$ cat src/rtl/nx_fifo_rd_prefetch_if.sv
// Handshake bundle between the RAM FIFO read port, the prefetch stage and the stream consumer.
// The master modport is the prefetch stage; the slave modport is the FIFO/consumer side.
interface nx_fifo_rd_prefetch_if #(
  parameter int DW = 71
);
  logic          fifo_empty;
  logic          fifo_ren;
  logic [DW-1:0] fifo_rdata;
  logic          fifo_rerr;
  logic          out_valid;
  logic          out_ready;
  logic [DW-1:0] out_data;
  logic          out_err;

  modport master (
    input  fifo_empty, fifo_rdata, fifo_rerr, out_ready,
    output fifo_ren, out_valid, out_data, out_err
  );

  modport slave (
    output fifo_empty, fifo_rdata, fifo_rerr, out_ready,
    input  fifo_ren, out_valid, out_data, out_err
  );
endinterface

$ cat src/rtl/nx_fifo_rd_prefetch.sv
// Read-side prefetch stage: turns the FIFO's fixed-latency pulse read into a valid/ready stream,
// with a small credit-managed buffer so a stalled consumer never loses returning words.
module nx_fifo_rd_prefetch #(
  parameter int DW        = 71,
  parameter int RD_LAT    = 1,
  parameter int BUF_DEPTH = 2,
  parameter int LW        = 3
) (
  input  logic                 clk,
  input  logic                 rst_n,
  nx_fifo_rd_prefetch_if.master bus,
  input  logic                 clear,
  output logic [LW-1:0]        buf_level,
  output logic                 err_sticky,
  output logic                 credit_err
);
  localparam int PW = (BUF_DEPTH > 1) ? $clog2(BUF_DEPTH) : 1;
  localparam int CW = LW + 2;
  localparam logic [PW-1:0] LAST_PTR = PW'(BUF_DEPTH - 1);
  localparam logic [LW-1:0] FULL_LVL = LW'(BUF_DEPTH);
  localparam logic [CW-1:0] DEPTH_C  = CW'(BUF_DEPTH);

  generate
    if (RD_LAT < 1 || RD_LAT > 3) begin : g_bad_lat
      $error("nx_fifo_rd_prefetch: RD_LAT must be 1..3");
    end
    if (BUF_DEPTH < RD_LAT + 1) begin : g_bad_depth
      $error("nx_fifo_rd_prefetch: BUF_DEPTH must be >= RD_LAT+1");
    end
    if ((1 << LW) <= BUF_DEPTH) begin : g_bad_lw
      $error("nx_fifo_rd_prefetch: LW too narrow to hold BUF_DEPTH");
    end
  endgenerate

  logic [PW-1:0]     wr_ptr_reg;
  logic [PW-1:0]     rd_ptr_reg;
  logic [LW-1:0]     level_reg;
  logic [RD_LAT-1:0] flight_reg;
  logic [RD_LAT-1:0] flight_next;
  logic [RD_LAT:0]   flight_shift;
  logic              err_sticky_reg;
  logic              credit_err_reg;

  logic [DW-1:0]     ent_data [BUF_DEPTH];
  logic              ent_err  [BUF_DEPTH];

  logic [CW-1:0]     inflight;
  logic [CW-1:0]     demand;
  logic              pop_now;
  logic              ret_now;
  logic              push_now;
  logic              drop_now;
  logic              ren_now;
  logic              head_err;

  function automatic logic [PW-1:0] ptr_inc(input logic [PW-1:0] p);
    return (p == LAST_PTR) ? '0 : p + 1'b1;
  endfunction

  always_comb begin
    inflight = '0;
    for (int i = 0; i < RD_LAT; i++) begin
      inflight = inflight + CW'(flight_reg[i]);
    end
  end

  // clear voids both the pop and any return landing in the same cycle.
  assign pop_now  = (level_reg != '0) && bus.out_ready && !clear;
  assign ret_now  = flight_reg[RD_LAT-1] && !clear;
  assign push_now = ret_now && ((level_reg != FULL_LVL) || pop_now);
  assign drop_now = ret_now && !push_now;

  // Credit counts words already buffered plus words still in the RAM pipeline.
  assign demand  = CW'(level_reg) + inflight - CW'(pop_now);
  assign ren_now = rst_n && !bus.fifo_empty && !clear && (demand < DEPTH_C);

  assign flight_shift = {flight_reg, ren_now};
  assign flight_next  = flight_shift[RD_LAT-1:0];

  genvar gi;
  generate
    for (gi = 0; gi < BUF_DEPTH; gi++) begin : g_entry
      logic [DW-1:0] data_reg;
      logic          err_reg;

      always_ff @(posedge clk or negedge rst_n) begin
        if (!rst_n) begin
          data_reg <= '0;
          err_reg  <= 1'b0;
        end else if (push_now && (wr_ptr_reg == PW'(gi))) begin
          data_reg <= bus.fifo_rdata;
          err_reg  <= bus.fifo_rerr;
        end
      end

      assign ent_data[gi] = data_reg;
      assign ent_err[gi]  = err_reg;
    end
  endgenerate

  assign head_err = ent_err[rd_ptr_reg];

  always_ff @(posedge clk or negedge rst_n) begin
    if (!rst_n) begin
      wr_ptr_reg     <= '0;
      rd_ptr_reg     <= '0;
      level_reg      <= '0;
      flight_reg     <= '0;
      err_sticky_reg <= 1'b0;
      credit_err_reg <= 1'b0;
    end else if (clear) begin
      wr_ptr_reg <= '0;
      rd_ptr_reg <= '0;
      level_reg  <= '0;
      flight_reg <= '0;
    end else begin
      flight_reg <= flight_next;
      if (push_now) begin
        wr_ptr_reg <= ptr_inc(wr_ptr_reg);
      end
      if (pop_now) begin
        rd_ptr_reg <= ptr_inc(rd_ptr_reg);
      end
      level_reg <= level_reg + LW'(push_now) - LW'(pop_now);
      if (drop_now) begin
        credit_err_reg <= 1'b1;
      end
      if (pop_now && head_err) begin
        err_sticky_reg <= 1'b1;
      end
    end
  end

  assign bus.fifo_ren  = ren_now;
  assign bus.out_valid = (level_reg != '0);
  assign bus.out_data  = ent_data[rd_ptr_reg];
  assign bus.out_err   = head_err;
  assign buf_level     = level_reg;
  assign err_sticky    = err_sticky_reg;
  assign credit_err    = credit_err_reg;
endmodule

$ cat src/flat_wrapper.sv
// flat-port wrapper written by rule: the top's interface ports become plain ports
module nx_fifo_rd_prefetch_flat 
#(
  parameter int DW        = 71,
  parameter int RD_LAT    = 1,
  parameter int BUF_DEPTH = 2,
  parameter int LW        = 3
)
  (clk, rst_n, clear, buf_level, err_sticky, credit_err, bus_fifo_empty, bus_fifo_rdata, bus_fifo_rerr, bus_out_ready, bus_fifo_ren, bus_out_valid, bus_out_data, bus_out_err);
  nx_fifo_rd_prefetch_if #(.DW(DW)) bus_i ();
  input  logic clk;
  input  logic rst_n;
  input  logic clear;
  output logic [LW-1:0] buf_level;
  output logic err_sticky;
  output logic credit_err;
  input wire logic [$bits(bus_i.fifo_empty)-1:0] bus_fifo_empty;
  input wire logic [$bits(bus_i.fifo_rdata)-1:0] bus_fifo_rdata;
  input wire logic [$bits(bus_i.fifo_rerr)-1:0] bus_fifo_rerr;
  input wire logic [$bits(bus_i.out_ready)-1:0] bus_out_ready;
  output wire logic [$bits(bus_i.fifo_ren)-1:0] bus_fifo_ren;
  output wire logic [$bits(bus_i.out_valid)-1:0] bus_out_valid;
  output wire logic [$bits(bus_i.out_data)-1:0] bus_out_data;
  output wire logic [$bits(bus_i.out_err)-1:0] bus_out_err;
  assign bus_i.fifo_empty = bus_fifo_empty;
  assign bus_i.fifo_rdata = bus_fifo_rdata;
  assign bus_i.fifo_rerr = bus_fifo_rerr;
  assign bus_i.out_ready = bus_out_ready;
  assign bus_fifo_ren = bus_i.fifo_ren;
  assign bus_out_valid = bus_i.out_valid;
  assign bus_out_data = bus_i.out_data;
  assign bus_out_err = bus_i.out_err;
  nx_fifo_rd_prefetch #(.DW(DW), .RD_LAT(RD_LAT), .BUF_DEPTH(BUF_DEPTH), .LW(LW)) u_core (.clk(clk), .rst_n(rst_n), .bus(bus_i), .clear(clear), .buf_level(buf_level), .err_sticky(err_sticky), .credit_err(credit_err));
endmodule
$ cat config.mk
export PLATFORM = sky130hd
export DESIGN_NAME = nx_fifo_rd_prefetch_flat
export DESIGN_NICKNAME = d
export VERILOG_FILES = /design/src/rtl/nx_fifo_rd_prefetch_if.sv /design/src/rtl/nx_fifo_rd_prefetch.sv /design/src/flat_wrapper.sv
export SDC_FILE = /design/constraint.sdc
export NUM_CORES = 1
export LEC_CHECK = 0
export CAP_MARGIN = 20
export CORE_UTILIZATION = 54
export DETAILED_ROUTE_END_ITERATION = 6
export MAX_ROUTING_LAYER = met4
export PLACE_DENSITY_LB_ADDON = 0.1
export SYNTH_ARGS = -nofsm -noshare
export SYNTH_HDL_FRONTEND = slang
export SYNTH_SLANG_ARGS = --single-unit
$ cat constraint.sdc
create_clock -name clk -period 5.46 [get_ports clk]
set_input_delay 1.638 -clock clk [delete_from_list [all_inputs] [get_ports clk]]
set_output_delay 1.638 -clock clk [all_outputs]
set_load 0.005 [all_outputs]
==> Implementation_results.wiki, run 1 <==
{| class="wikitable"
! Metric !! Value
|-
| Pin count of the biggest net entering global routing || 79
|-
| Ratio of routed vias to standard cells || 5.285
|-
| Register area share after synthesis || around 56%
|-
| Initial Util || 56.05%
|-
| CP max stage cell || clkdlybuf4s50_1
|-
| Y dimension of the die || roughly 110 µm
|-
| Post-synthesis net count || 524
|-
| Longest Clk Path Bufs || 2
|-
| Max-Slew Margin vs Limit || a little over a third
|-
| Final min period || 5.257 ns
|-
| Die Area || 13020 µm²
|-
| Cell internal power dissipation || approximately 3500 µW
|-
| Gp weighted congestion || 0.8053
|-
| Post-synthesis instance area || 6789 µm²
|-
| Instance area at placement || 8444 µm²
|-
| Top achievable clock speed || 0.1902 GHz
|-
| Most common library cell in the layout ignoring fill and taps || mux2_2
|-
| Standby leakage power || 0.004051 µW
|-
| Logic pwr share || approximately two fifths
|-
| Via count || 4112
|-
| Residual DRC || 0
|-
| IR drop worst, VDD || 0.2995 mV
|-
| Wire length of the first global-routing pass || ~22 mm
|-
| Length of the first detailed-routing pass in iterations || 5
|-
| Clock tree from TritonCTS || done
|-
| Final-report max-slew violation count || 0
|-
| Number of nets with antenna violations after routing || 0
|-
| Async set-or-reset flop fraction in the synthesized netlist || 100.0%
|-
| Clock-pin slew reported for the worst setup and hold paths after clock tree synthesis || approximately 0.050 ns
|-
| Post-synth EDFFs || 0
|-
| Crit start category || input port
|-
| Num Clock Sinks || around 150
|-
| Global-route congestion overflow total || 0
|-
| TritonCTS buffer count || 17
|-
| TNS Setup || 0 ns
|-
| Max Cap Violations || 0
|-
| Worst Path Buf+Inv || 3
|-
| Main flop type after synthesis || dfrtp_1
|-
| # Post-CTS Setup Buffers || 0
|-
| Final net count || 681
|-
| Reg power frac || between 30% and 40%
|-
| Share of cells above drive strength 1 || a little over two fifths
|-
| Unrepaired setup endpoints after global routing || false
|-
| Number of fillers in the final layout || around 840
|-
| Clock Skew || approximately 0.007 ns
|-
| Top cell family by delay on the critical path || buffers and inverters
|-
| Type of the tightest min-delay check || reg2reg
|-
| Portion of the clock cycle consumed by the worst path in the final layout || 96.29%
|-
| Endpoint type of the worst setup path || output pin
|-
| Number of flip-flops and latches in the synthesized netlist || approximately 150
|-
| Power spent charging and discharging nets || between 1000 and 1500 µW
|-
| Worst-margin pin slew || about 0.97 ns
|-
| Critical path's most frequent cell || clkdlybuf4s50_1
|-
| Switching share of total power || 25.85%
|-
| Area growth from synthesis to layout || 32.92%
|-
| CTS Hold Bufs || 0
|-
| Synthesized area divided by synthesized cell count || 15.43 µm²
|-
| Crit-path cells || clkdlybuf4s50_1 > inv_1 > nand3_1 > nor2_1 > ha_1 > and3b_1 > nand4_1 > a31oi_1 > clkdlybuf4s50_1
|-
| Final setup violation count || 0
|-
| Final-report hold violation count || 0
|-
| Port Buffers || 155
|-
| Gate count of the mapped netlist || 440
|-
| Proportion of power drawn by the clock network || 23.8%
|-
| All-layer global routing usage || 23.36%
|-
| Required time of the critical path || 3.82 ns
|-
| Pwr/cell area || between 500 and 600 nW/µm²
|-
| Crit path kind || in2out
|-
| Total Routed Length || 13.76 mm
|-
| Outcome || complete, no violations
|-
| Post-cts gate resize count || 0
|-
| Distinct cell type count of the synthesized netlist || 32
|-
| Commonest cells after routing, fill and taps aside || 216 x mux2_2, 154 x clkdlybuf4s50_1, 151 x dfrtp_1, 17 x clkbuf_16, 7 x inv_1
|-
| Number of antenna violations at the first check in global routing || 0
|-
| Htree depth || 4
|-
| Endpoint arrival time on the critical path || 3.62 ns
|-
| Delay of the slowest cell on the worst path || 0.52 ns
|-
| Highest Signal Layer || met4
|-
| Placed wire-length estimate || 8.881 mm
|-
| Detail Route met2 WL || 6.943 mm
|-
| Via count of the first global-routing pass || 4578
|-
| FP Rows || 40
|-
| I/O pins || around 160
|-
| Met3 layer wire length in the routed design || 769 µm
|-
| Final Instance Area || around 9000 µm²
|-
| Width of the die || 114.1 µm
|-
| Avg WL per Cell || 17.69 µm
|-
| Number of diodes added for antenna fixing || 0
|-
| Flip-flop count of the largest register, all copies and words added || 142
|-
| Synthesis warning total || 0
|-
| Met1 routed wirelength after detailed routing || 5.792 mm
|-
| Share of the core filled with cells || 74.50%
|-
| DRC marker count from the first detailed-route iteration || 256
|-
| Top fanout value on the critical path || 3
|-
| Clock Root Buffer || clkbuf_16
|-
| Core region area || 12110 µm²
|-
| Clock latency of the later-clocked register in the worst-skew pair || 0.42 ns
|}
per-stage QoR:
stage,cells,setup slack (ns),power (µW),hold slack (ns)
after floorplan,440,1.192,2646,0.4563
after global placement,746,0.2835,3562,0.4522
after detailed placement,746,0.2182,3639,0.4634
after CTS,778,0.2041,4793,0.4756
after global routing,778,0.1087,4994,0.4856
final,778,0.2027,4740,0.4747
cells in the mapped netlist (2+ instances only):
cell	instances	share of area (%)
mux2_2	216	36
dfrtp_1	152	56
clkbuf_1	8	0.44
clkbuf_8	8	1.6
buf_2	7	0.52
inv_1	7	0.39
ha_1	6	1.1
nor2_1	6	0.33
a21oi_1	2	0.15
a31oi_1	2	0.18
nand3_1	2	0.15
nand3b_1	2	0.22
or3_1	2	0.18
xnor2_1	2	0.26
layer usage:
layer  GRT usage (%)  vias up
li1                -     1895
met4           9.437        0
met1           27.33     2089
met2           38.02      106
met3           6.776       22
met5               -        -
final cells by class:
class | instances | area [µm²] | area share, %
tap | 168 | 210.2 | 2.329
clock buffer | 24 | 511.7 | 5.671
timing repair buffer | 162 | 1630 | 18.07
inverter | 7 | 26.28 | 0.2912
multi-input combinational | 257 | 2773 | 30.73
clock inverter | 8 | 67.56 | 0.7488
sequential | 152 | 3805 | 42.17
kinds of logic (layout without fill, tap and decap cells):
| group | Yosys count | in the layout | synth area share, % |
|---|---|---|---|
| multiplexers | 216 | 216 | 35.83 |
| buffers and inverters | 31 | 201 | 3.133 |
| AO/OA/AOI/OAI | 9 | 9 | 0.9215 |
| XOR/XNOR | 3 | 3 | 0.3871 |
| AND/OR/NAND/NOR | 22 | 22 | 2.304 |
| flip-flops | 152 | 152 | 56.03 |
| adder cells (fa/ha/maj) | 7 | 7 | 1.401 |
power groups by stage:
stage | sequential, µW | combinational, µW | clock (µW)
2_1_floorplan | 1700 | 945 | 0
3_3_place_gp | 1770 | 1800 | 0
3_5_place_dp | 1810 | 1830 | 0
4_1_cts | 1790 | 1850 | 1150
5_1_grt | 1840 | 1960 | 1190
6_report | 1790 | 1830 | 1130
worst paths after layout:
kind	cells past startpoint	from	slack (ns)	end
min in group asynchronous	2	rst_n	1.46	u_core.g_entry[0].data_reg[45]
max in group asynchronous	3	rst_n	2.44	u_core.g_entry[1].data_reg[12]
setup reg to reg	10	u_core.buf_level[0]	3.15	u_core.buf_level[2]
hold reg to reg	1	u_core.credit_err	0.47	u_core.credit_err
hold / removal	1	u_core.credit_err	0.47	u_core.credit_err
setup / recovery	9	clear	0.20	bus_fifo_ren
(Power assumes the default switching activity.)
==> inputs of run 2 (changes only) <==
--- a/config.mk
+++ b/config.mk
@@ -6,7 +6,8 @@
 export NUM_CORES = 1
 export LEC_CHECK = 0
 export CAP_MARGIN = 20
-export CORE_UTILIZATION = 54
+export CORE_ASPECT_RATIO = 1.75
+export CORE_UTILIZATION = 42
 export DETAILED_ROUTE_END_ITERATION = 6
 export MAX_ROUTING_LAYER = met4
 export PLACE_DENSITY_LB_ADDON = 0.1
==> run 2 against run 1 <==
Effect of this change:
- the flow now finishes with violations (design-rule violations)
- die area increased by 28%
- combinational power decreased by 3%
- register-to-register slack got worse by 0.12 ns
- via count increased by 1.2%
- critical path depth decreased by 1
- fmax decreased by 1.1%
- wire length increased by 6.1%
- critical endpoint unchanged
- count of clock-buffer cells in the layout decreased by 5
- global-route usage decreased by 4.2 points
- sequential power increased by 2%
==> Implementation_results.wiki, run 2 (same netlist as run 1, synthesis figures left out) <==
{| class="wikitable"
! Metric !! Value
|-
| Outcome || complete, but fails checks
|-
| Violated checks || design-rule violations
|-
| Type of the tightest min-delay check || reg2reg
|-
| # Post-CTS Setup Buffers || 0 (unchanged)
|-
| Final net count || 680 (-0.15%)
|-
| Worst-margin pin slew || 1.092 ns (+0.1218 ns)
|-
| CP max stage cell || clkdlybuf4s50_1
|-
| Final-report hold violation count || 0 (unchanged)
|-
| Most heavily used metal layer in global routing || met2
|-
| Longest Clk Path Bufs || 2 (unchanged)
|-
| Hold slack final || 0.4872 ns (+0.01252 ns)
|-
| M1 GR Usage || 20.30% (-7.0 points)
|-
| Wire length of the first global-routing pass || 23.85 mm (+6.4%)
|-
| I/O pins || 156 (unchanged)
|-
| Placed wire-length estimate || 9.578 mm (+7.9%)
|-
| TNS Setup || 0 ns (unchanged)
|-
| Clock-pin slew reported for the worst setup and hold paths after clock tree synthesis || 0.07 ns (+0.02 ns)
|-
| Fraction of met3 tracks used by global routing || 4.682% (-2.1 points)
|-
| IR drop worst, VDD || 0.2855 mV (-4.7%)
|-
| Number of nets with antenna violations after routing || 0 (unchanged)
|-
| Clock tree from TritonCTS || done
|-
| Standby leakage power || 0.004041 µW (-0.26%)
|-
| DRC marker count from the first detailed-route iteration || 108 (-58%)
|-
| Num Clock Sinks || 152 (unchanged)
|-
| CTS Hold Bufs || 0 (unchanged)
|-
| Avg WL per Cell || 18.30 µm (+3.4%)
|-
| Crit start category || input port
|-
| Total Routed Length || 14.60 mm (+6.1%)
|-
| Max-Slew Margin vs Limit || 27.19% (-8.1 points)
|-
| Share of cells above drive strength 1 || 43.02% (+0.071 points)
|-
| Portion of the clock cycle consumed by the worst path in the final layout || 97.39% (+1.1 points)
|-
| Residual DRC || 11 (+11)
|-
| Top fanout value on the critical path || 5 (+2)
|-
| Power after layout || 4727 µW (-0.27%)
|-
| Crit-path cells || clkdlybuf4s50_1 > nand3_1 > nor2_1 > ha_1 > and3b_1 > nand4_1 > a31oi_1 > clkdlybuf4s50_1
|-
| Crit path kind || in2out
|-
| Endpoint arrival time on the critical path || 3.68 ns (+0.06 ns)
|-
| Global-route congestion overflow total || 0 (unchanged)
|-
| Combined area of the multi-input logic cells || 2773 µm² (unchanged)
|-
| Die Area || 16700 µm² (+28%)
|-
| Width of the die || 98.11 µm (-14%)
|-
| FP Rows || 61 (+53%)
|-
| Max Cap Violations || 0 (unchanged)
|-
| Number of antenna violations at the first check in global routing || 0 (unchanged)
|-
| Via count of the first global-routing pass || 4683 (+2.3%)
|-
| Pin count of the biggest net entering global routing || 79 (unchanged)
|-
| Most common library cell in the layout ignoring fill and taps || mux2_2
|-
| Final min period || 5.318 ns (+0.06025 ns)
|-
| Top achievable clock speed || 0.1881 GHz (-1.1%)
|-
| Htree depth || 4 (unchanged)
|-
| Pwr/cell area || 522.3 nW/µm² (-0.57%)
|-
| Length of the first detailed-routing pass in iterations || 6 (+1)
|-
| Port Buffers || 155 (unchanged)
|-
| Gp weighted congestion || 0.7622 (-5.4%)
|-
| Area growth from synthesis to layout || 33.32%
|-
| TritonCTS buffer count || 17 (unchanged)
|-
| FF+latch area || 3807 µm² (about the same)
|-
| Critical path's most frequent cell || clkdlybuf4s50_1
|-
| Number of diodes added for antenna fixing || 0 (unchanged)
|-
| Commonest cells after routing, fill and taps aside || 216 x mux2_2, 154 x clkdlybuf4s50_1, 151 x dfrtp_1, 17 x clkbuf_16, 7 x inv_1
|-
| Clock latency of the later-clocked register in the worst-skew pair || 0.42 ns (about the same)
|-
| Flip-flop count of the largest register, all copies and words added || 142 (unchanged)
|-
| Post-cts gate resize count || 0 (unchanged)
|-
| All-layer global routing usage || 19.13% (-4.2 points)
|-
| Delay of the slowest cell on the worst path || 0.53 ns (about the same)
|-
| Final-report max-slew violation count || 0 (unchanged)
|-
| Met2 routing resource usage after global routing || 34.08% (-3.9 points)
|-
| Clock Root Buffer || clkbuf_16
|-
| Ratio of routed vias to standard cells || 5.216 (-1.3%)
|-
| Number of fillers in the final layout || 1351 (+62%)
|-
| Via count || 4162 (+1.2%)
|-
| Clock Skew || 0.01377 ns (+0.006779 ns)
|-
| Endpoint type of the worst setup path || output pin
|-
| Core region area || 15880 µm² (+31%)
|-
| Final setup violation count || 0 (unchanged)
|-
| Unrepaired setup endpoints after global routing || false
|-
| Initial Util || 42.76% (-13 points)
|-
| Y dimension of the die || 170.2 µm (+49%)
|-
| Required time of the critical path || 3.82 ns (about the same)
|}
run 2: through the flow:
stage / instances / utilization (%) / cell area [µm²] / worst slack [ns]
after global placement: 765 / 53.28 / 8458 / 0.2320
after CTS: 797 / 56.84 / 9024 / 0.1499
after detailed placement: 765 / 53.28 / 8458 / 0.1597
after global routing: 798 / 57.01 / 9051 / 0.03426
final: 798 / 57.01 / 9051 / 0.1424
after floorplan: 440 / - / 6789 / 1.192
run 2: critical path, delay by kind of cell:
family	cells	cell delay (ns)
adders and majority gates	1	0.21
and+or+nand+nor	4	0.54
buffers and inverters	2	1.06
AOI/OAI and AO/OA	1	0.22
run 2: worst paths after layout:
path / start / end / slack (ns) / cells past startpoint
worst max-delay path: bus_out_ready / bus_fifo_ren / 0.14 / 8
worst min-delay path: u_core.credit_err / u_core.credit_err / 0.49 / 1
worst max register to register: u_core.buf_level[1] / u_core.g_entry[1].data_reg[17] / 3.03 / 4
worst min register to register: u_core.credit_err / u_core.credit_err / 0.49 / 1
max in group asynchronous: rst_n / u_core.g_entry[0].data_reg[3] / 2.83 / 4
min in group asynchronous: rst_n / u_core.g_entry[1].data_reg[47] / 1.07 / 1
run 2: final cells by class:
cell class | count | share of cell area (%)
flip-flops and latches | 152 | 42.07
multi-input cells | 257 | 30.63
repair buffers | 161 | 18.15
clock buffers | 19 | 5.004
well taps | 189 | 2.613
clock inverters | 13 | 1.244
inverters | 7 | 0.2903
run 2: metal layers:
metal / routed length (µm) / up-vias
li1: - / 1890
met2: 8037 / 114
met5: 0 / -
met1: 5537 / 2141
met3: 779 / 17
met4: 245 / 0
run 2: power by group:
group          leakage (µW)  total [µW]  internal (µW)  switching [µW]
Clock              0.000275        1110            619             495
Combinational       0.00181        1780           1270             512
Sequential          0.00196        1830           1540             288
==> inputs of run 3 (changes only) <==
--- a/config.mk
+++ b/config.mk
@@ -11,6 +11,7 @@
 export DETAILED_ROUTE_END_ITERATION = 6
 export MAX_ROUTING_LAYER = met4
 export PLACE_DENSITY_LB_ADDON = 0.1
+export SLEW_MARGIN = 20
 export SYNTH_ARGS = -nofsm -noshare
 export SYNTH_HDL_FRONTEND = slang
 export SYNTH_SLANG_ARGS = --single-unit
==> run 3 against run 2 <==
Effect of this change:
- the run still ends with design-rule violations left
- register-to-register slack hardly changed
- power hardly changed
- sequential power hardly changed
- first-iteration DRC count is 5.6% lower
- largest power group unchanged
- clock power hardly changed
- combinational power hardly changed
- final area is 0.26% lower
- global-route usage stayed put
- die area stayed put
- critical path type unchanged
==> Implementation_results.wiki, run 3 (same netlist as run 1, synthesis figures left out) <==
{| class="wikitable"
! Metric !! Value
|-
| Outcome || complete, but fails checks
|-
| Violated checks || design-rule violations
|-
| Avg WL per Cell || 18.29 µm (about the same)
|-
| Residual DRC || 11 (unchanged)
|-
| Initial Util || 42.76% (unchanged)
|-
| Total Routed Length || 14.58 mm (-0.16%)
|-
| Width of the die || 98.11 µm (unchanged)
|-
| Endpoint type of the worst setup path || output pin
|-
| Wire length of the first global-routing pass || 23.85 mm (unchanged)
|-
| Flip-flop count of the largest register, all copies and words added || 142 (unchanged)
|-
| Number of nets with antenna violations after routing || 0 (unchanged)
|-
| Unrepaired setup endpoints after global routing || false
|-
| TritonCTS buffer count || 17 (unchanged)
|-
| TNS Setup || 0 ns (unchanged)
|-
| Final net count || 679 (-0.15%)
|-
| Global-route congestion overflow total || 0 (unchanged)
|-
| Ratio of routed vias to standard cells || 5.228 (+0.25%)
|-
| Worst R2R Setup Slack || 3.02 ns (about the same)
|-
| FP Rows || 61 (unchanged)
|-
| Most common library cell in the layout ignoring fill and taps || mux2_2
|-
| Portion of the clock cycle consumed by the worst path in the final layout || 97.39% (unchanged)
|-
| Final-report max-slew violation count || 0 (unchanged)
|-
| Number of antenna violations at the first check in global routing || 0 (unchanged)
|-
| Die Area || 16700 µm² (unchanged)
|-
| Max Cap Violations || 0 (unchanged)
|-
| Clock Skew || 0.01377 ns (+0.0000002000 ns)
|-
| Logic pwr share || 37.7% (about the same)
|-
| Post-cts gate resize count || 0 (unchanged)
|-
| Final min period || 5.318 ns (unchanged)
|-
| Port Buffers || 155 (unchanged)
|-
| Switching share of total power || 27.38% (about the same)
|-
| Dpl cells || 765 (unchanged)
|-
| Area growth from synthesis to layout || 32.97%
|-
| Final setup violation count || 0 (unchanged)
|-
| DRC marker count from the first detailed-route iteration || 102 (-5.6%)
|-
| Final Instance Area || 9027 µm² (-0.26%)
|-
| Core region area || 15880 µm² (unchanged)
|-
| I/O pins || 156 (unchanged)
|-
| Pwr/cell area || 523.3 nW/µm² (+0.20%)
|-
| Via count of the first global-routing pass || 4683 (unchanged)
|-
| Layout Cells excl Fill || 797 (-0.13%)
|-
| Top achievable clock speed || 0.1881 GHz (unchanged)
|-
| Crit start category || input port
|-
| Clock Root Buffer || clkbuf_16
|-
| Gp weighted congestion || 0.7622 (unchanged)
|-
| Standby leakage power || 0.004029 µW (-0.28%)
|-
| Longest Clk Path Bufs || 2 (unchanged)
|-
| Clock tree from TritonCTS || done
|-
| Power spent charging and discharging nets || 1294 µW (about the same)
|-
| Placed wire-length estimate || 9.578 mm (unchanged)
|-
| Crit path kind || in2out
|-
| Proportion of power drawn by the clock network || 23.6% (about the same)
|-
| Htree depth || 4 (unchanged)
|-
| Required time of the critical path || 3.82 ns (about the same)
|-
| IR drop worst, VDD || 0.2856 mV (about the same)
|-
| Clock-pin slew reported for the worst setup and hold paths after clock tree synthesis || 0.07 ns (about the same)
|-
| # Post-CTS Setup Buffers || 0 (unchanged)
|-
| Pin count of the biggest net entering global routing || 79 (unchanged)
|-
| Share of cells above drive strength 1 || 42.93% (-0.094 points)
|-
| Length of the first detailed-routing pass in iterations || 6 (unchanged)
|-
| Number of diodes added for antenna fixing || 0 (unchanged)
|-
| CTS Hold Bufs || 0 (unchanged)
|-
| Clock latency of the later-clocked register in the worst-skew pair || 0.42 ns (about the same)
|-
| DP Worst Slack || 0.1597 ns (unchanged)
|-
| Num Clock Sinks || 152 (unchanged)
|-
| Instance area at placement || 8458 µm² (unchanged)
|-
| Final-report hold violation count || 0 (unchanged)
|-
| Max-Slew Margin vs Limit || 27.14% (-0.050 points)
|-
| Least setup slack across all paths after layout || 0.1424 ns (unchanged)
|-
| Type of the tightest min-delay check || reg2reg
|-
| Reg power frac || 38.7% (about the same)
|-
| Via count || 4167 (+0.12%)
|-
| Endpoint arrival time on the critical path || 3.68 ns (about the same)
|-
| Top fanout value on the critical path || 5 (unchanged)
|-
| Worst-margin pin slew || 1.093 ns (+0.0007516 ns)
|-
| Commonest cells after routing, fill and taps aside || 216 x mux2_2, 154 x clkdlybuf4s50_1, 151 x dfrtp_1, 17 x clkbuf_16, 7 x inv_1
|-
| Cell internal power dissipation || 3430 µW (about the same)
|-
| Y dimension of the die || 170.2 µm (unchanged)
|-
| All-layer global routing usage || 19.13% (unchanged)
|}
-- run 3: cell types whose count changed in the layout (fill, tap and decap cells not counted), sizes merged --
cell	before	now
buf	7	6
-- run 3: metal layers --
metal	up-vias	routed length [µm]	track usage, %
met1	2143	5529	20.30
met2	118	8001	34.08
met5	-	0	-
met4	0	245	7.312
li1	1889	-	-
met3	17	801	4.682
-- run 3: area by class of cell --
type	instances	area (µm²)
sequential	152	3807
clock inverter	13	112.6
inverter	7	26.28
clock buffer	19	452.9
timing repair buffer	160	1619
tap	189	236.5
fill	1354	6848
multi-input combinational	257	2773
-- run 3: worst max-delay path, stage by stage --
cell,delay (ns)
clkdlybuf4s50_1,0.53
nand3_1,0.15
nor2_1,0.05
ha_1,0.21
and3b_1,0.21
nand4_1,0.13
a31oi_1,0.22
clkdlybuf4s50_1,0.53
-- run 3: stage by stage --
step	power [µW]	util, %	hold WS, ns
6_report	4724	56.86	0.4872
5_1_grt	5005	56.86	0.5093
4_1_cts	4793	56.84	0.4898
3_5_place_dp	3654	53.28	0.4643
3_3_place_gp	3579	53.28	0.4648
2_1_floorplan	2646	-	0.4563
-- run 3: power by group through the flow --
stage                     sequential, µW  combinational, µW  clock (µW)
after detailed placement            1860               1800           0
final                               1830               1780        1110
after global routing                1890               1910        1200
after floorplan                     1700                945           0
after global placement              1820               1760           0
after CTS                           1840               1810        1150
-- run 3: final timing paths --
check                                                  to  cells past startpoint           startpoint
max                                          bus_fifo_ren                      8        bus_out_ready
min                                     u_core.credit_err                      1    u_core.credit_err
max reg2reg                u_core.g_entry[1].data_reg[17]                      4  u_core.buf_level[1]
min reg2reg                             u_core.credit_err                      1    u_core.credit_err
max in group asynchronous  u_core.g_entry[0].data_reg[37]                      3                rst_n
min in group asynchronous  u_core.g_entry[1].data_reg[47]                      1                rst_n
